`src/rtl/alu_cmd_issuer.sv`:
```
// Command issuer: queues ALU commands in a FIFO, drives an external combinational ALU, returns results.
// Latency: command accepted into an idle block appears on rsp_valid two cycles later; one response per 2 cycles.
// Backpressure: cmd_ready drops while the FIFO is full; rsp_* hold stable until rsp_ready.
// Optional accumulator operand source: define ALU_CMD_ISSUER_ACC_EN.
module alu_cmd_issuer #(
    parameter int DEPTH = 4
) (
    input  logic        clk,
    input  logic        rst_n,
    input  logic        cmd_valid,
    output logic        cmd_ready,
    input  logic [2:0]  cmd_opcode,
    input  logic [15:0] cmd_a,
    input  logic [15:0] cmd_b,
    input  logic        cmd_c,
    input  logic        cmd_use_acc,
    output logic [2:0]  alu_opcode,
    output logic [15:0] alu_a,
    output logic [15:0] alu_b,
    output logic        alu_c,
    input  logic [15:0] alu_w,
    input  logic        alu_zero,
    input  logic        alu_negative,
    output logic        rsp_valid,
    input  logic        rsp_ready,
    output logic [15:0] rsp_w,
    output logic        rsp_zero,
    output logic        rsp_negative,
    output logic        rsp_illegal,
    output logic        busy
);

    localparam int AW = (DEPTH > 1) ? $clog2(DEPTH) : 1;

    typedef struct packed {
        logic [2:0]  opcode;
        logic [15:0] a;
        logic [15:0] b;
        logic        c;
        logic        use_acc;
    } cmd_t;

    typedef enum logic [1:0] {
        IDLE  = 2'd0,
        DRIVE = 2'd1,
        RESP  = 2'd2
    } state_t;

    state_t         state, state_nxt;
    cmd_t           mem [DEPTH];
    cmd_t           cmd_in;
    cmd_t           head;
    logic [AW-1:0]  wr_ptr, rd_ptr;
    logic [AW:0]    count;
    logic           full, empty;
    logic           push, pop;
    logic           capture, rsp_clr;
    logic [15:0]    a_sel;

    assign cmd_in.opcode  = cmd_opcode;
    assign cmd_in.a       = cmd_a;
    assign cmd_in.b       = cmd_b;
    assign cmd_in.c       = cmd_c;
    assign cmd_in.use_acc = cmd_use_acc;

    assign full      = (count == (AW+1)'(DEPTH));
    assign empty     = (count == '0);
    assign cmd_ready = !full;
    assign push      = cmd_valid && cmd_ready;
    assign head      = mem[rd_ptr];
    assign busy      = (state != IDLE) || !empty;

    // Storage is not reset; count/pointers alone define validity.
    always_ff @(posedge clk) begin
        if (push) begin
            mem[wr_ptr] <= cmd_in;
        end
    end

    always_ff @(posedge clk or negedge rst_n) begin
        if (!rst_n) begin
            wr_ptr <= '0;
            rd_ptr <= '0;
            count  <= '0;
        end else begin
            if (push) wr_ptr <= wr_ptr + 1'b1;
            if (pop)  rd_ptr <= rd_ptr + 1'b1;
            case ({push, pop})
                2'b10:   count <= count + 1'b1;
                2'b01:   count <= count - 1'b1;
                default: count <= count;
            endcase
        end
    end

    always_ff @(posedge clk or negedge rst_n) begin
        if (!rst_n) state <= IDLE;
        else        state <= state_nxt;
    end

    always_comb begin
        state_nxt = state;
        case (state)
            IDLE:    if (!empty) state_nxt = DRIVE;
            DRIVE:   state_nxt = RESP;
            RESP:    if (rsp_ready) state_nxt = empty ? IDLE : DRIVE;
            default: state_nxt = IDLE;
        endcase
    end

    always_comb begin
        pop     = 1'b0;
        capture = 1'b0;
        rsp_clr = 1'b0;
        case (state)
            IDLE:  pop = !empty;
            DRIVE: capture = 1'b1;
            RESP: begin
                rsp_clr = rsp_ready;
                pop     = rsp_ready && !empty;
            end
            default: ;
        endcase
    end

`ifdef ALU_CMD_ISSUER_ACC_EN
    logic [15:0] acc;

    always_ff @(posedge clk or negedge rst_n) begin
        if (!rst_n)       acc <= '0;
        else if (capture) acc <= alu_w;
    end

    assign a_sel = head.use_acc ? acc : head.a;
`else
    logic unused_use_acc;
    assign unused_use_acc = head.use_acc;
    assign a_sel = head.a;
`endif

    // alu_* only change on pop, so they keep the last issued command while idle.
    always_ff @(posedge clk or negedge rst_n) begin
        if (!rst_n) begin
            alu_opcode <= '0;
            alu_a      <= '0;
            alu_b      <= '0;
            alu_c      <= 1'b0;
        end else if (pop) begin
            alu_opcode <= head.opcode;
            alu_a      <= a_sel;
            alu_b      <= head.b;
            alu_c      <= head.c;
        end
    end

    always_ff @(posedge clk or negedge rst_n) begin
        if (!rst_n) begin
            rsp_valid    <= 1'b0;
            rsp_w        <= '0;
            rsp_zero     <= 1'b0;
            rsp_negative <= 1'b0;
            rsp_illegal  <= 1'b0;
        end else if (capture) begin
            rsp_valid    <= 1'b1;
            rsp_w        <= alu_w;
            rsp_zero     <= alu_zero;
            rsp_negative <= alu_negative;
            rsp_illegal  <= (alu_opcode == 3'd7);
        end else if (rsp_clr) begin
            rsp_valid    <= 1'b0;
        end
    end

endmodule

```
`config.mk`:
```
export PLATFORM = sky130hd
export DESIGN_NAME = alu_cmd_issuer
export DESIGN_NICKNAME = d
export VERILOG_FILES = /design/src/rtl/alu_cmd_issuer.sv
export SDC_FILE = /design/constraint.sdc
export NUM_CORES = 1
export LEC_CHECK = 0
export ABC_CLOCK_PERIOD_IN_PS = 2600
export BUFFER_PORTS_ARGS = -buffer_cell sky130_fd_sc_hd__buf_2
export CAP_MARGIN = 20
export CORE_ASPECT_RATIO = 1.1
export CORE_UTILIZATION = 45
export CTS_BUF_LIST = sky130_fd_sc_hd__clkbuf_16
export DETAILED_ROUTE_END_ITERATION = 6
export PLACE_DENSITY = 0.65
export SLEW_MARGIN = 5
export SYNTH_ARGS = -nofsm -noshare
export SYNTH_HDL_FRONTEND = slang
export SYNTH_SLANG_ARGS = --single-unit
```
`constraint.sdc`:
```
create_clock -name clk -period 2.6 [get_ports clk]
set_input_delay 0.39 -clock clk [delete_from_list [all_inputs] [get_ports clk]]
set_output_delay 0.39 -clock clk [all_outputs]
set_load 0.005 [all_outputs]
```
==> impl_metrics.ini, run 1 <==
[final_layout]
final_util_pct = 56.04
area_growth_pct = 21.87
final.fill_count = 1332
n_antenna_cell = 0
multi_input_area_um2 = 1765
instances_no_fill = 743
seqCellArea_um2 = 5953
layout.nets = 558
layout-drive-gt1-share_pct = 50.69
final_common_cell = edfxtp_1
final_cell_mix = edfxtp_1 (144), buf_2 (114), dfrtp_1 (63), mux2_2 (40), mux4_2 (36)

[job]
drv_cap = 0

[pwr]
clock_power_share_pct = 28.3
p_switching_mw = 3.230
power_frac_comb_pct = 29.1
power.density_nw_per_um2 = 1259
cell_internal_pwr_mw = 8.816
p_seq_share_pct = 42.5
p_leak_nw = 3.679
p_sw_share_pct = 26.81
ir_worst_vdd_mv = 0.5898

[sta]
setup_slack_ps = 346.9
fin_skew_ps = 9.178
hold_viol_final = 0
drv_slew = 0
rsz0062_at_grt = false
tightestPinTransition_ps = 906.4
fin_crit_sh_pct = 86.66
max_freq_mhz = 443.8
relSlewSlack_pct = 39.57
finalCriticalPeriod_ps = 2253
finalSetupViolCount = 0
whs_ps = 37.75
setup_tns_ps = 0

[placement]
preCtsSetupSlack_ps = 381.3
dp.cells = 703
gp_congestion = 0.6722
numPortBuffers = 115
dpl.hpwl_mm = 8.448

[cts]
root_buffer = clkbuf_16
cts.clk_slew.worst_paths_ps = 60
htreeDepth = 1
clockBufferDepth = 3
holdBufCountCts = 0
post-cts-setup-buffers = 0
cts_tree = built
clkSinkCount = 209
cts_resized = 0
clk_latency_ps = 490
cts_buffers = 22

[floorplan]
fp.dieW_um = 128.0
chipHeight_um = 140.6
fp.dieArea_um2 = 17990
rows = 50
initial_utilization_pct = 45.99
coreArea_um2 = 17080
io-pin-count = 117

[logic_synthesis]
synth_flop_cell = edfxtp_1
synth_seq_cells = 209
synth_cell_types = 31
yosysSeqAreaShare_pct = 75.77
ys_async_sr_fraction_pct = 31.10
avgSynthCellArea_um2 = 21.94
synth_nets = 423
synth_warnings = 0
netlist_area_um2 = 7854
synth_enable_flop_cells = 144
netlist_instances = 358

[grt]
grt_antenna_before_repair = 0
grt.met1_usage_pct = 19.79
grt_max_degree = 66
grt_pass1_wl_mm = 22.12
use_met3_pct = 3.056
busiest_layer = met2
grt_pass1_vias = 4172
grt_overflow = 0
grtUsageTotal_pct = 16.34
met2_usage_pct = 29.72

[setup_path]
worst-setup-path-type = reg2reg
end_kind = flop
required_ps = 3010
cp_max_fo = 6
start_kind = flop
arrival_ps = 2660

[outcome]
status = finished, final reports clean

[route]
wl_per_cell_um = 18.82
detail_route.vias_per_cell = 5.031
drt_iter0_markers = 164
wirelength_mm = 13.98
ant_nets = 0
dr.pass1.iters = 4
vias = 3738
drc = 0

[hold_path]
hold_class = in2async
kinds of logic after synthesis:
group,share of synthesized area (%)
AOI/OAI and AO/OA,0.2867
and+or+nand+nor,1.338
buffers and inverters,1.880
DFF,75.77
adders and majority gates,1.051
muxes,19.01
xor gates and xnor gates,0.6691
sequential cells by signal, summed over array words and instances (netlist names), 3 cells and up:
name / flops
alu_a: 16
alu_b: 16
alu_opcode: 3
count: 3
mem: 144
rsp_w: 16
critical path: stages, from the launching register on:
cell and delay [ps]:
dfrtp_1 430, or3b_1 460, and2_4 220, inv_1 50
ha_1 170, inv_1 60, fa_1 370, xor2_1 150
nor2_1 110, xor2_1 160
power by group through the flow:
stage	combinational, mW	sequential, mW	clock [mW]
after global placement	3.50	5.14	0
after detailed placement	3.59	5.20	0
after global routing	3.84	5.24	3.65
after floorplan	2.53	5.05	0
after CTS	3.60	5.14	3.51
final	3.51	5.12	3.41
final timing paths:
check                                      from                     to  slack, ps  cells past startpoint
max reg2reg                count[0]$_DFFE_PN0P_   count[2]$_DFFE_PN0P_        350                      9
min reg2reg                state[1]$_DFFE_PN0P_  rsp_valid$_DFFE_PN0P_        500                      1
max in group asynchronous                 rst_n  rd_ptr[1]$_DFFE_PN0P_       1920                      1
min in group clk                       cmd_b[6]    mem[1][8]$_DFFE_PP_        110                      1
min                                       rst_n   rsp_w[6]$_DFFE_PN0P_         40                      1
max                        count[0]$_DFFE_PN0P_   count[2]$_DFFE_PN0P_        350                      9
synthesized netlist by cell type, types with 2 or more instances:
cell      number  area, um^2
dfrtp_1       65        1627
clkbuf_1       2       7.510
nor2b_1        2       12.51
edfxtp_1     144        4324
o21ai_0        2       10.01
mux2_2        40       450.4
ha_1           5       62.56
xor2_1         4       35.03
nor3_1         2       10.01
xnor2_1        2       17.52
buf_2          6       30.03
buf_6          4       45.04
inv_1          9       33.78
mux4_2        36       810.8
and3_1         4       25.02
nor2_1         3       11.26
mux2_4        14       210.2
stage by stage:
| step | instance area (um^2) | total power, mW |
|---|---|---|
| after floorplan | 7854 | 7.581 |
| after global placement | 8756 | 8.639 |
| after detailed placement | 8756 | 8.790 |
| after CTS | 9572 | 12.25 |
| after global routing | 9572 | 12.72 |
| final | 9572 | 12.05 |
area by class of cell:
class | count | area share, %
inverters | 9 | 0.3529
flip-flops and latches | 209 | 62.20
multi-input cells | 125 | 18.44
clock inverters | 17 | 2.510
well taps | 234 | 3.059
repair buffers | 126 | 7.425
clock buffers | 23 | 6.013
layer usage:
layer | wire length, um | share of wire, %
met2 | 7392 | 53
met3 | 707 | 5.1
met1 | 5666 | 41
met4 | 213 | 1.5
met5 | 0 | 0
No activity file was read; power rests on OpenSTA's default activity.
==> run 2, diff against run 1 <==
--- a/config.mk
+++ b/config.mk
@@ -13,6 +13,7 @@
 export CTS_BUF_LIST = sky130_fd_sc_hd__clkbuf_16
 export DETAILED_ROUTE_END_ITERATION = 6
 export PLACE_DENSITY = 0.65
+export RECOVER_POWER = 25
 export SLEW_MARGIN = 5
 export SYNTH_ARGS = -nofsm -noshare
 export SYNTH_HDL_FRONTEND = slang
==> impl_metrics.ini, run 2 (same netlist as run 1, synthesis figures left out) <==
[outcome]
status = finished, final reports clean

[cts]
cts_buffers = 22
htreeDepth = 1
cts_tree = built
clockBufferDepth = 3
post-cts-setup-buffers = 0
cts.clk_slew.worst_paths_ps = 60
cts_resized = 0
root_buffer = clkbuf_16
holdBufCountCts = 0
clk_latency_ps = 490
clkSinkCount = 209

[route]
dr.pass1.iters = 4
wirelength_mm = 13.99
detail_route.vias_per_cell = 5.022
vias = 3731
drt_iter0_markers = 188
ant_nets = 0
wl_per_cell_um = 18.83
drc = 0

[placement]
preCtsSetupSlack_ps = 381.3
gp_congestion = 0.6722
numPortBuffers = 115
dp.cells = 703
place_area_um2 = 8756
dpl.hpwl_mm = 8.448

[floorplan]
rows = 50
chipHeight_um = 140.6
fp.dieArea_um2 = 17990
initial_utilization_pct = 45.99
fp.dieW_um = 128.0
coreArea_um2 = 17080
io-pin-count = 117

[final_layout]
layout-drive-gt1-share_pct = 44.60
area_growth_pct = 21.38
final.fill_count = 1340
final_common_cell = edfxtp_1
design_area_um2 = 9533
regMostFlops = mem
final_cell_mix = edfxtp_1 (144), buf_2 (83), dfrtp_1 (63), mux2_2 (40), mux4_2 (36)
layout.nets = 558
largest_reg_flops = 144
n_antenna_cell = 0
instances_no_fill = 743
final_util_pct = 55.82

[pwr]
p_sw_share_pct = 26.83
p_seq_share_pct = 42.5
total_power_mw = 12.04
clock_power_share_pct = 28.4
ir_worst_vdd_mv = 0.5894
power_frac_comb_pct = 29.1
cell_internal_pwr_mw = 8.809
p_switching_mw = 3.231
p_leak_nw = 3.594
power.density_nw_per_um2 = 1263

[grt]
grt_overflow = 0
grt_pass1_wl_mm = 22.12
grtUsageTotal_pct = 16.34
grt_antenna_before_repair = 0
grt_max_degree = 66
grt_pass1_vias = 4172

[setup_path]
required_ps = 3010
start_kind = flop
arrival_ps = 2660
cp_max_fo = 6
r2r_cells = 9
worst-setup-path-type = reg2reg
end_kind = flop

[sta]
drv_slew = 0
relSlewSlack_pct = 39.14
finalCriticalPeriod_ps = 2256
fin_crit_sh_pct = 86.78
tightestPinTransition_ps = 912.9
fin_skew_ps = 8.811
setup_slack_ps = 343.8
max_freq_mhz = 443.2
hold_viol_final = 0
setup_tns_ps = 0
finalSetupViolCount = 0
whs_ps = 37.51
rsz0062_at_grt = false

[job]
drv_cap = 0

[hold_path]
hold_class = in2async
-- run 2: cell count changes in the layout (fill, tap and decap cells not counted), sizes merged --
| cell | delta |
|---|---|
| clkbuf | +31 |
| buf | -31 |
-- run 2: final cells by class --
type	count	area (um^2)	area share [%]
flip-flops and latches	209	5953	62.45
repair buffers	126	671.9	7.048
clock inverters	17	240.2	2.520
multi-input cells	125	1765	18.52
clock buffers	23	575.6	6.038
inverters	9	33.78	0.3544
well taps	234	292.8	3.071
-- run 2: worst max-delay path, cell delays in order, from the launching register on --
cell,delay (ps)
dfrtp_1,430
or3b_1,460
and2_4,220
inv_1,50
ha_1,170
inv_1,60
fa_1,370
xor2_1,150
nor2_1,110
xor2_1,160
-- run 2: power groups by stage --
stage          combinational (mW)  sequential (mW)  clock (mW)
6_report                     3.50             5.12        3.42
2_1_floorplan                2.53             5.05           0
5_1_grt                      3.84             5.24        3.65
3_3_place_gp                 3.50             5.14           0
3_5_place_dp                 3.59             5.20           0
4_1_cts                      3.60             5.14        3.51
-- run 2: path summary, 6_finish.rpt --
| check | from | to | slack (ps) |
|---|---|---|---|
| max | count[0]$_DFFE_PN0P_ | count[2]$_DFFE_PN0P_ | 340 |
| min | rst_n | rsp_w[6]$_DFFE_PN0P_ | 40 |
| max reg2reg | count[0]$_DFFE_PN0P_ | count[2]$_DFFE_PN0P_ | 340 |
| min reg2reg | state[1]$_DFFE_PN0P_ | rsp_valid$_DFFE_PN0P_ | 490 |
| max in group asynchronous | rst_n | rd_ptr[1]$_DFFE_PN0P_ | 1920 |
| min in group clk | cmd_b[14] | mem[1][16]$_DFFE_PP_ | 120 |
-- run 2: metal layers --
metal	global-route usage (%)	routed length, um	up-vias
li1	-	-	1682
met3	3.056	683	21
met4	4.458	213	0
met5	0	0	-
met1	19.79	5714	1925
met2	29.72	7382	103
